**src/rtl/dht11_pkg.sv**
```systemverilog
// Shared types and helpers for the DHT11 responder: FSM states, frame size
// and the checksum rule.
package dht11_pkg;

  typedef enum logic [2:0] {
    IDLE,
    HOST_LOW,
    WAIT,
    RESP_LOW,
    RESP_HIGH,
    BIT_LOW,
    BIT_HIGH,
    END_LOW
  } state_t;

  localparam int FRAME_BITS = 40;

  // The 8-bit result width makes the sum wrap modulo 256.
  function automatic logic [7:0] checksum(input logic [7:0] a,
                                          input logic [7:0] b,
                                          input logic [7:0] c,
                                          input logic [7:0] d);
    return a + b + c + d;
  endfunction

endpackage

```
**src/rtl/us_tick.sv**
```systemverilog
// Free-running microsecond tick: one-cycle pulse every CLK_HZ/1_000_000 clocks.
module us_tick #(
  parameter int CLK_HZ = 50_000_000
) (
  input  logic clk,
  input  logic rst,
  output logic tick
);

  localparam int DIV = CLK_HZ / 1_000_000;
  localparam int CW  = (DIV > 1) ? $clog2(DIV) : 1;
  localparam logic [CW-1:0] LAST = CW'(DIV - 1);

  logic [CW-1:0] cnt;

  always_ff @(posedge clk) begin
    if (rst) begin
      cnt  <= '0;
      tick <= 1'b0;
    end else if (cnt == LAST) begin
      cnt  <= '0;
      tick <= 1'b1;
    end else begin
      cnt  <= cnt + 1'b1;
      tick <= 1'b0;
    end
  end

endmodule

```
**src/rtl/dht11_responder.sv**
```systemverilog
// DHT11 sensor emulator: answers a host start pulse with the handshake and a
// 40-bit humidity/temperature frame. The pin tristate lives one level up.
module dht11_responder
  import dht11_pkg::*;
#(
  parameter int CLK_HZ         = 50_000_000,
  parameter int T_START_MIN_US = 18000,
  parameter int T_WAIT_US      = 30,
  parameter int T_RESP_US      = 80,
  parameter int T_BIT_LOW_US   = 50,
  parameter int T_ZERO_HIGH_US = 26,
  parameter int T_ONE_HIGH_US  = 70
) (
  input  logic       clk,
  input  logic       rst,
  input  logic       dht_in,
  output logic       dht_oe,
  input  logic [7:0] hum_int,
  input  logic [7:0] hum_dec,
  input  logic [7:0] temp_int,
  input  logic [7:0] temp_dec,
  input  logic       corrupt,
  output logic       busy,
  output logic       frame_done
);

  localparam logic [15:0] START_MIN  = 16'(T_START_MIN_US);
  localparam logic [15:0] L_WAIT     = 16'(T_WAIT_US - 1);
  localparam logic [15:0] L_RESP     = 16'(T_RESP_US - 1);
  localparam logic [15:0] L_BIT_LOW  = 16'(T_BIT_LOW_US - 1);
  localparam logic [15:0] L_ZERO     = 16'(T_ZERO_HIGH_US - 1);
  localparam logic [15:0] L_ONE      = 16'(T_ONE_HIGH_US - 1);
  localparam logic [5:0]  LAST_BIT   = 6'(FRAME_BITS - 1);

  logic                  tick;
  logic                  sync_q;
  logic                  line;
  logic                  oe_q1;
  logic                  oe_q2;
  logic                  collision;
  state_t                state;
  logic [15:0]           cnt;
  logic [5:0]            bit_cnt;
  logic [FRAME_BITS-1:0] sr;
  logic [15:0]           hi_last;

  us_tick #(.CLK_HZ(CLK_HZ)) u_tick (
    .clk  (clk),
    .rst  (rst),
    .tick (tick)
  );

  // Our own low drive reaches 'line' two clocks late; oe_q1/oe_q2 track that
  // echo so a just-released line is not mistaken for a host collision.
  always_ff @(posedge clk) begin
    if (rst) begin
      sync_q <= 1'b1;
      line   <= 1'b1;
      oe_q1  <= 1'b0;
      oe_q2  <= 1'b0;
    end else begin
      sync_q <= dht_in;
      line   <= sync_q;
      oe_q1  <= dht_oe;
      oe_q2  <= oe_q1;
    end
  end

  assign collision = !line && !oe_q1 && !oe_q2;
  assign hi_last   = sr[FRAME_BITS-1] ? L_ONE : L_ZERO;

  always_ff @(posedge clk) begin
    if (rst) begin
      state      <= IDLE;
      cnt        <= '0;
      bit_cnt    <= '0;
      sr         <= '0;
      dht_oe     <= 1'b0;
      busy       <= 1'b0;
      frame_done <= 1'b0;
    end else begin
      frame_done <= 1'b0;
      // NOTE: the last non-blocking assignment in a block wins, so the
      // cnt <= '0 on every state change below overrides this default count.
      if (tick && cnt != 16'hFFFF) cnt <= cnt + 16'd1;

      case (state)
        IDLE: begin
          if (collision) begin
            state <= HOST_LOW;
            cnt   <= '0;
          end
        end

        HOST_LOW: begin
          if (line) begin
            cnt <= '0;
            if (cnt >= START_MIN) begin
              sr      <= {hum_int, hum_dec, temp_int, temp_dec,
                          checksum(hum_int, hum_dec, temp_int, temp_dec) ^ {8{corrupt}}};
              bit_cnt <= '0;
              busy    <= 1'b1;
              state   <= WAIT;
            end else begin
              state <= IDLE;
            end
          end
        end

        WAIT: begin
          if (collision) begin
            state <= HOST_LOW;
            busy  <= 1'b0;
            cnt   <= '0;
          end else if (tick && cnt >= L_WAIT) begin
            state  <= RESP_LOW;
            dht_oe <= 1'b1;
            cnt    <= '0;
          end
        end

        RESP_LOW: begin
          if (tick && cnt >= L_RESP) begin
            state  <= RESP_HIGH;
            dht_oe <= 1'b0;
            cnt    <= '0;
          end
        end

        RESP_HIGH: begin
          if (collision) begin
            state <= HOST_LOW;
            busy  <= 1'b0;
            cnt   <= '0;
          end else if (tick && cnt >= L_RESP) begin
            state  <= BIT_LOW;
            dht_oe <= 1'b1;
            cnt    <= '0;
          end
        end

        BIT_LOW: begin
          if (tick && cnt >= L_BIT_LOW) begin
            state  <= BIT_HIGH;
            dht_oe <= 1'b0;
            cnt    <= '0;
          end
        end

        BIT_HIGH: begin
          if (collision) begin
            state <= HOST_LOW;
            busy  <= 1'b0;
            cnt   <= '0;
          end else if (tick && cnt >= hi_last) begin
            sr      <= {sr[FRAME_BITS-2:0], 1'b0};
            bit_cnt <= bit_cnt + 6'd1;
            dht_oe  <= 1'b1;
            cnt     <= '0;
            state   <= (bit_cnt == LAST_BIT) ? END_LOW : BIT_LOW;
          end
        end

        END_LOW: begin
          if (tick && cnt >= L_BIT_LOW) begin
            state      <= IDLE;
            dht_oe     <= 1'b0;
            busy       <= 1'b0;
            frame_done <= 1'b1;
            cnt        <= '0;
          end
        end

        default: begin
          state  <= IDLE;
          dht_oe <= 1'b0;
          busy   <= 1'b0;
          cnt    <= '0;
        end
      endcase
    end
  end

endmodule

```
**config.mk**
```make
export PLATFORM = sky130hd
export DESIGN_NAME = dht11_responder
export DESIGN_NICKNAME = d
export VERILOG_FILES = /design/src/rtl/dht11_pkg.sv /design/src/rtl/us_tick.sv /design/src/rtl/dht11_responder.sv
export SDC_FILE = /design/constraint.sdc
export NUM_CORES = 1
export LEC_CHECK = 0
export BUFFER_PORTS_ARGS = -buffer_cell sky130_fd_sc_hd__buf_2
export CAP_MARGIN = 30
export CORE_MARGIN = 4
export CORE_UTILIZATION = 36
export DETAILED_ROUTE_END_ITERATION = 7
export PLACE_DENSITY = 0.51
export SLEW_MARGIN = 40
export SYNTH_ARGS = -nofsm -noshare
export SYNTH_HDL_FRONTEND = slang
export SYNTH_SLANG_ARGS = --single-unit
```
**constraint.sdc**
```tcl
create_clock -name clk -period 3.88 [get_ports clk]
set_clock_uncertainty 0.15 [all_clocks]
set_input_delay 0.194 -clock clk [delete_from_list [all_inputs] [get_ports clk]]
set_output_delay 0.194 -clock clk [all_outputs]
set_load 0.03 [all_outputs]
```
Word-level counts from Yosys, hierarchy flattened
Index checks and enable logic that the tools add are counted.
{ "totals": {"register_bits": 79, "inputBits": 36, "out_inout_bits": 3, "wordCells": 126} }
{ "classes": {"n_addsub": 6, "n_lt_le_gt_ge": 5, "n_eq_ne": 27, "muxes": 51, "bitwise_logic": 2, "reduce_logical": 22} }
{ "ops": {"columns": ["operator", "n"], "rows": [
  ["$mux W16", 10],
  ["$mux W40", 4],
  ["$pmux W16 S7", 1],
  ["$pmux W40 S2", 1],
  ["$mux W3", 11],
  ["$add A8 B8 Y8", 3],
  ["$mux W6", 4],
  ["$ne A2 B2 Y1 const B", 12],
  ["$pmux W3 S8", 1],
  ["$add A16 B1 Y16 const B", 1],
  ["$ge A16 B15 Y1 const B", 1],
  ["$ge A16 B5 Y1 const B", 1],
  ["$ge A16 B6 Y1 const B", 1],
  ["$ge A16 B7 Y1", 1],
  ["$ge A16 B7 Y1 const B", 1],
  ["$ne A16 B16 Y1 const B", 1],
  ["$mux W1", 13],
  ["$add A6 B1 Y6 const B", 2],
  ["$eq A3 B3 Y1 const B", 4],
  ["$eq A6 B6 Y1 const B", 2],
  ["$pmux W6 S2", 1],
  ["$reduce_and A5 Y1", 2],
  ["$ne A3 B3 Y1 const B", 3],
  ["$reduce_and A9 Y1", 1],
  ["18 further kinds", 31]
]} }

Longest topological paths before layout
{ "logic_depth": {"ltp_word": 7, "depth_mapped": 13, "mapped_depth_nobuf": 13} }

By module
From an unflattened synthesis, not the netlist that was laid out.
{ "unflattened": {"hier_cells": 566, "hier_area_um2": 4880.9} }
{ "modules_own_cells": {"columns": ["mod", "n_inst", "cells_per_inst", "area_each_um2", "seq_area_each_um2"], "rows": [
  ["dht11_responder", 1, 539, 4606.9, 1441.4],
  ["us_tick", 1, 27, 274.0, 140.1]
]} }

Least setup slack after synthesis
Ideal clock, no wire load.
{ "synth_timing": {"kind": "input to register", "from": "in hum_int[1]", "to": "reg sr[7]", "t_arrival_ps": 2866, "slack_ps": 785, "cell_stages": 13, "n_path_buf": 0, "path_cell_list": "inv_1 fa_1 fa_1 inv_1 ha_1 inv_1 fa_1 nor2b_1 o21ai_0 a21o_1 nand3_1 or3b_2 a211oi_2"} }
{ "synth_between": {"elab_chain_len": 7} }
{ "synth_rtl": {"columns": ["element", "line_no", "rtl"], "rows": [
  ["from (decl)", "dht11_responder.sv:18", "input logic [7:0] hum_int,"],
  ["$add A8 B8 Y8 (3 in series)", "dht11_pkg.sv:23", "return a + b + c + d;"],
  ["$xor A8 B8 Y8", "dht11_responder.sv:100", "checksum(hum_int, hum_dec, temp_int, temp_dec) ^ {8{corrupt}}};"],
  ["$mux W40", "dht11_responder.sv:98", "if (cnt >= START_MIN) begin"],
  ["$mux W40", "dht11_responder.sv:96", "if (line) begin"],
  ["$pmux W40 S2", "dht11_responder.sv:87", "case (state)"],
  ["to (signal assigned)", "dht11_responder.sv:99", "sr <= {hum_int, hum_dec, temp_int, temp_dec,"],
  ["to (signal assigned)", "dht11_responder.sv:156", "sr <= {sr[FRAME_BITS-2:0], 1'b0};"],
  ["to (decl)", "dht11_responder.sv:44", "logic [FRAME_BITS-1:0] sr;"]
]} }
Every way passes these cells. The select of a mux whose other input is x is not followed.
A chain may end at the register's enable or synchronous reset.

Final worst setup path
Same ends and word-level chain as after synthesis.

==> results.ini <==
[status]
outcome = complete, no violations

[clock_network]
tritoncts.num_buffers = 9
cts_buffer_depth = 2
cts_root_buffer = clkbuf_16
post_cts_buffers = 0
cts_sinks = 79
insertion_delay_ns = 0.34
cts_tree = built
cts.clk_slew.worst_paths_ns = 0.06
cts_max_level = 3
cts_resized = 0

[finish]
seq_area_um2 = 1580
area_delta_synth_final_pct = 18.9
post-route-cell-area_um2 = 5430
stdcell_count = 775
drive_above_1_share_pct = 12.2
multiInputGateArea_um2 = 2670
mostFrequentLayoutCell = nand2_1
fillCellCount = 1235
nNetsFinal = 670
most-common-layout-cells = 91 x nand2_1, 79 x dfxtp_1, 73 x nor2_1, 42 x inv_1, 38 x buf_2
antennaDiodeCount = 0

[global_routing]
antenna_found_initial = 0
grt_max_degree = 72
grt_pass1_wl_mm = 18.6
grtUsageTotal_pct = 15.8
grt_pass1_vias = 3664
gr-total-overflow = 0

[worst_setup_path]
crit_path_max_fanout = 2
cpMaxStageDelayCell = fa_1
cp_top_family = adder cells
worst-path-buf-inv = 5
critPathMaxStageDelay_ns = 0.58
crit_required_ns = 3.99
critPathKind = primary input to flip-flop
startpoint_type = primary input
path_cells = dlygate4sd3_1, buf_2, inv_1, fa_1, fa_1, inv_1, ha_1, inv_1, fa_1, nor2b_1, o21ai_0, a21o_1, nand3_1, or3b_2, a211oi_2
cp.arrival_ns = 3.74
r2r_setup_slack_ns = 0.93
endpoint_kind = flip-flop

[synthesis]
synth_area_um2 = 4570
synth_area_leader_cell = dfxtp_1
synth_flop_cell = dfxtp_1
synth.distinct_cells = 64
synth-seq-cells = 79
ys_seq_area_share_pct = 34.6
avgSynthCellArea_um2 = 8.22
syn_nets = 623
postSynth.asyncResetShare_pct = 0
synth_top_area_share_pct = 34.6
synth_cells = 556
yosys_warnings = 0
synth_edf_count = 0
synth_area_leaders = dfxtp_1 35%, nand2_1 7.5%, a311oi_1 6.3%

[floorplan]
ios = 39
die_area_um2 = 14600
initial_utilization_pct = 37.4
die_y_um = 121
core-area_um2 = 12200
fp.dieW_um = 121
std_cell_rows = 40

[route]
drt-initial-drc-count = 200
ant_nets = 0
dr_total_vias = 3958
drt_first_pass_iters = 5
via_per_inst = 5.11
avgRoutedWirePerCell_um = 14.0
drc = 0
wirelength_mm = 10.9

[power]
powerDensity_nw_per_um2 = 392
peakVddDrop_v = 0.000231
p_leak_nw = 2.16
p_total_w = 0.00213

[sta]
fin_crit_ns = 3.63
fmax_mhz = 276
finalHoldViolations = 0
period_share_pct = 93.5
worst_pin_slew_ns = 0.696
slew_headroom_pct = 53.6
tns_ns = 0
grt_setup_unrepaired = no
setup_viol = 0
drv_slew = 0

[worst_hold_path]
hold_class = primary input to flip-flop

[placement]
place_inst = 732
place_area_um2 = 4850
place.gp.congestion = 0.808
hpwl_mm = 7.57
port_buffers = 38

[run]
cap_violations = 0

[final timing paths]
path	from	to	cells past startpoint
worst min-delay path	temp_dec[5]	sr[13]	3
worst max register to register	cnt[0]	bit_cnt[5]	8
worst min register to register	sync_q	line	1
worst max-delay path	hum_int[1]	sr[7]	15
[timing repair]
item	CTS	global route
endpoints found under the setup margin	0	0
hold buffers	28	0
hold endpoints to repair	28	0
[power by group]
group	switching (W)	internal [W]	leakage, nW
Clock	0.000337	0.000529	0.145
Sequential	0.0000252	0.000821	0.637
Combinational	0.000218	0.000199	1.38
Total	0.000580	0.00155	2.16
[per-layer routing]
metal / global-route usage, % / vias to the layer above / routed length [um]
li1: - / 2001 / -
met1: 23.1 / 1895 / 5670
met2: 22.9 / 48 / 4720
met3: 2.85 / 14 / 271
met4: 6.02 / 0 / 205
met5: 0 / - / 0
[flip-flops by register name, indices dropped and copies added, names as in the netlist, 3 cells and up]
register	cells
u_tick.cnt	6
bit_cnt	6
state	3
sr	40
cnt	16
[cell type report]
cell class / instances / share of cell area, %
multi-input combinational: 401 / 49.2
sequential: 79 / 29.1
timing repair buffer: 70 / 9.44
clock buffer: 12 / 4.72
tap: 168 / 3.87
inverter: 42 / 2.90
clock inverter: 3 / 0.783
[synth_stat cells (4+ instances only)]
cell	n
a311oi_1	33
xnor2_1	19
fa_1	14
nor3_1	5
nand2_1	91
o211ai_1	5
ha_1	17
nor2_1	74
dfxtp_1	79
o21ai_0	9
buf_2	8
or3_1	7
a21oi_1	21
xor2_1	18
a31oi_1	4
nand3_1	13
inv_1	42
clkbuf_1	21
nand4_1	10
[logic make-up after synthesis]
kind of cell / synth area share [%]
and+or+nand+nor: 22.7
AOI/OAI and AO/OA: 17.5
DFF: 34.6
buffers and inverters: 7.12
xor gates and xnor gates: 7.09
adders and majority gates: 10.8
muxes: 0.246
[metrics by stage]
step	hold slack, ns	util, %	setup slack (ns)
2_1_floorplan	0.148	-	0.785
3_3_place_gp	0.231	39.8	0.544
3_5_place_dp	0.236	39.8	0.475
4_1_cts	0.000882	44.5	0.289
5_1_grt	0.0255	44.5	0.124
6_report	0.0140	44.5	0.253
[tightest hold or removal path, cell delays in order]
cell and delay, ns:
buf_2 0.12, nand2_1 0.06, a311oi_1 0.08
No activity file was read; power rests on OpenSTA's default activity.
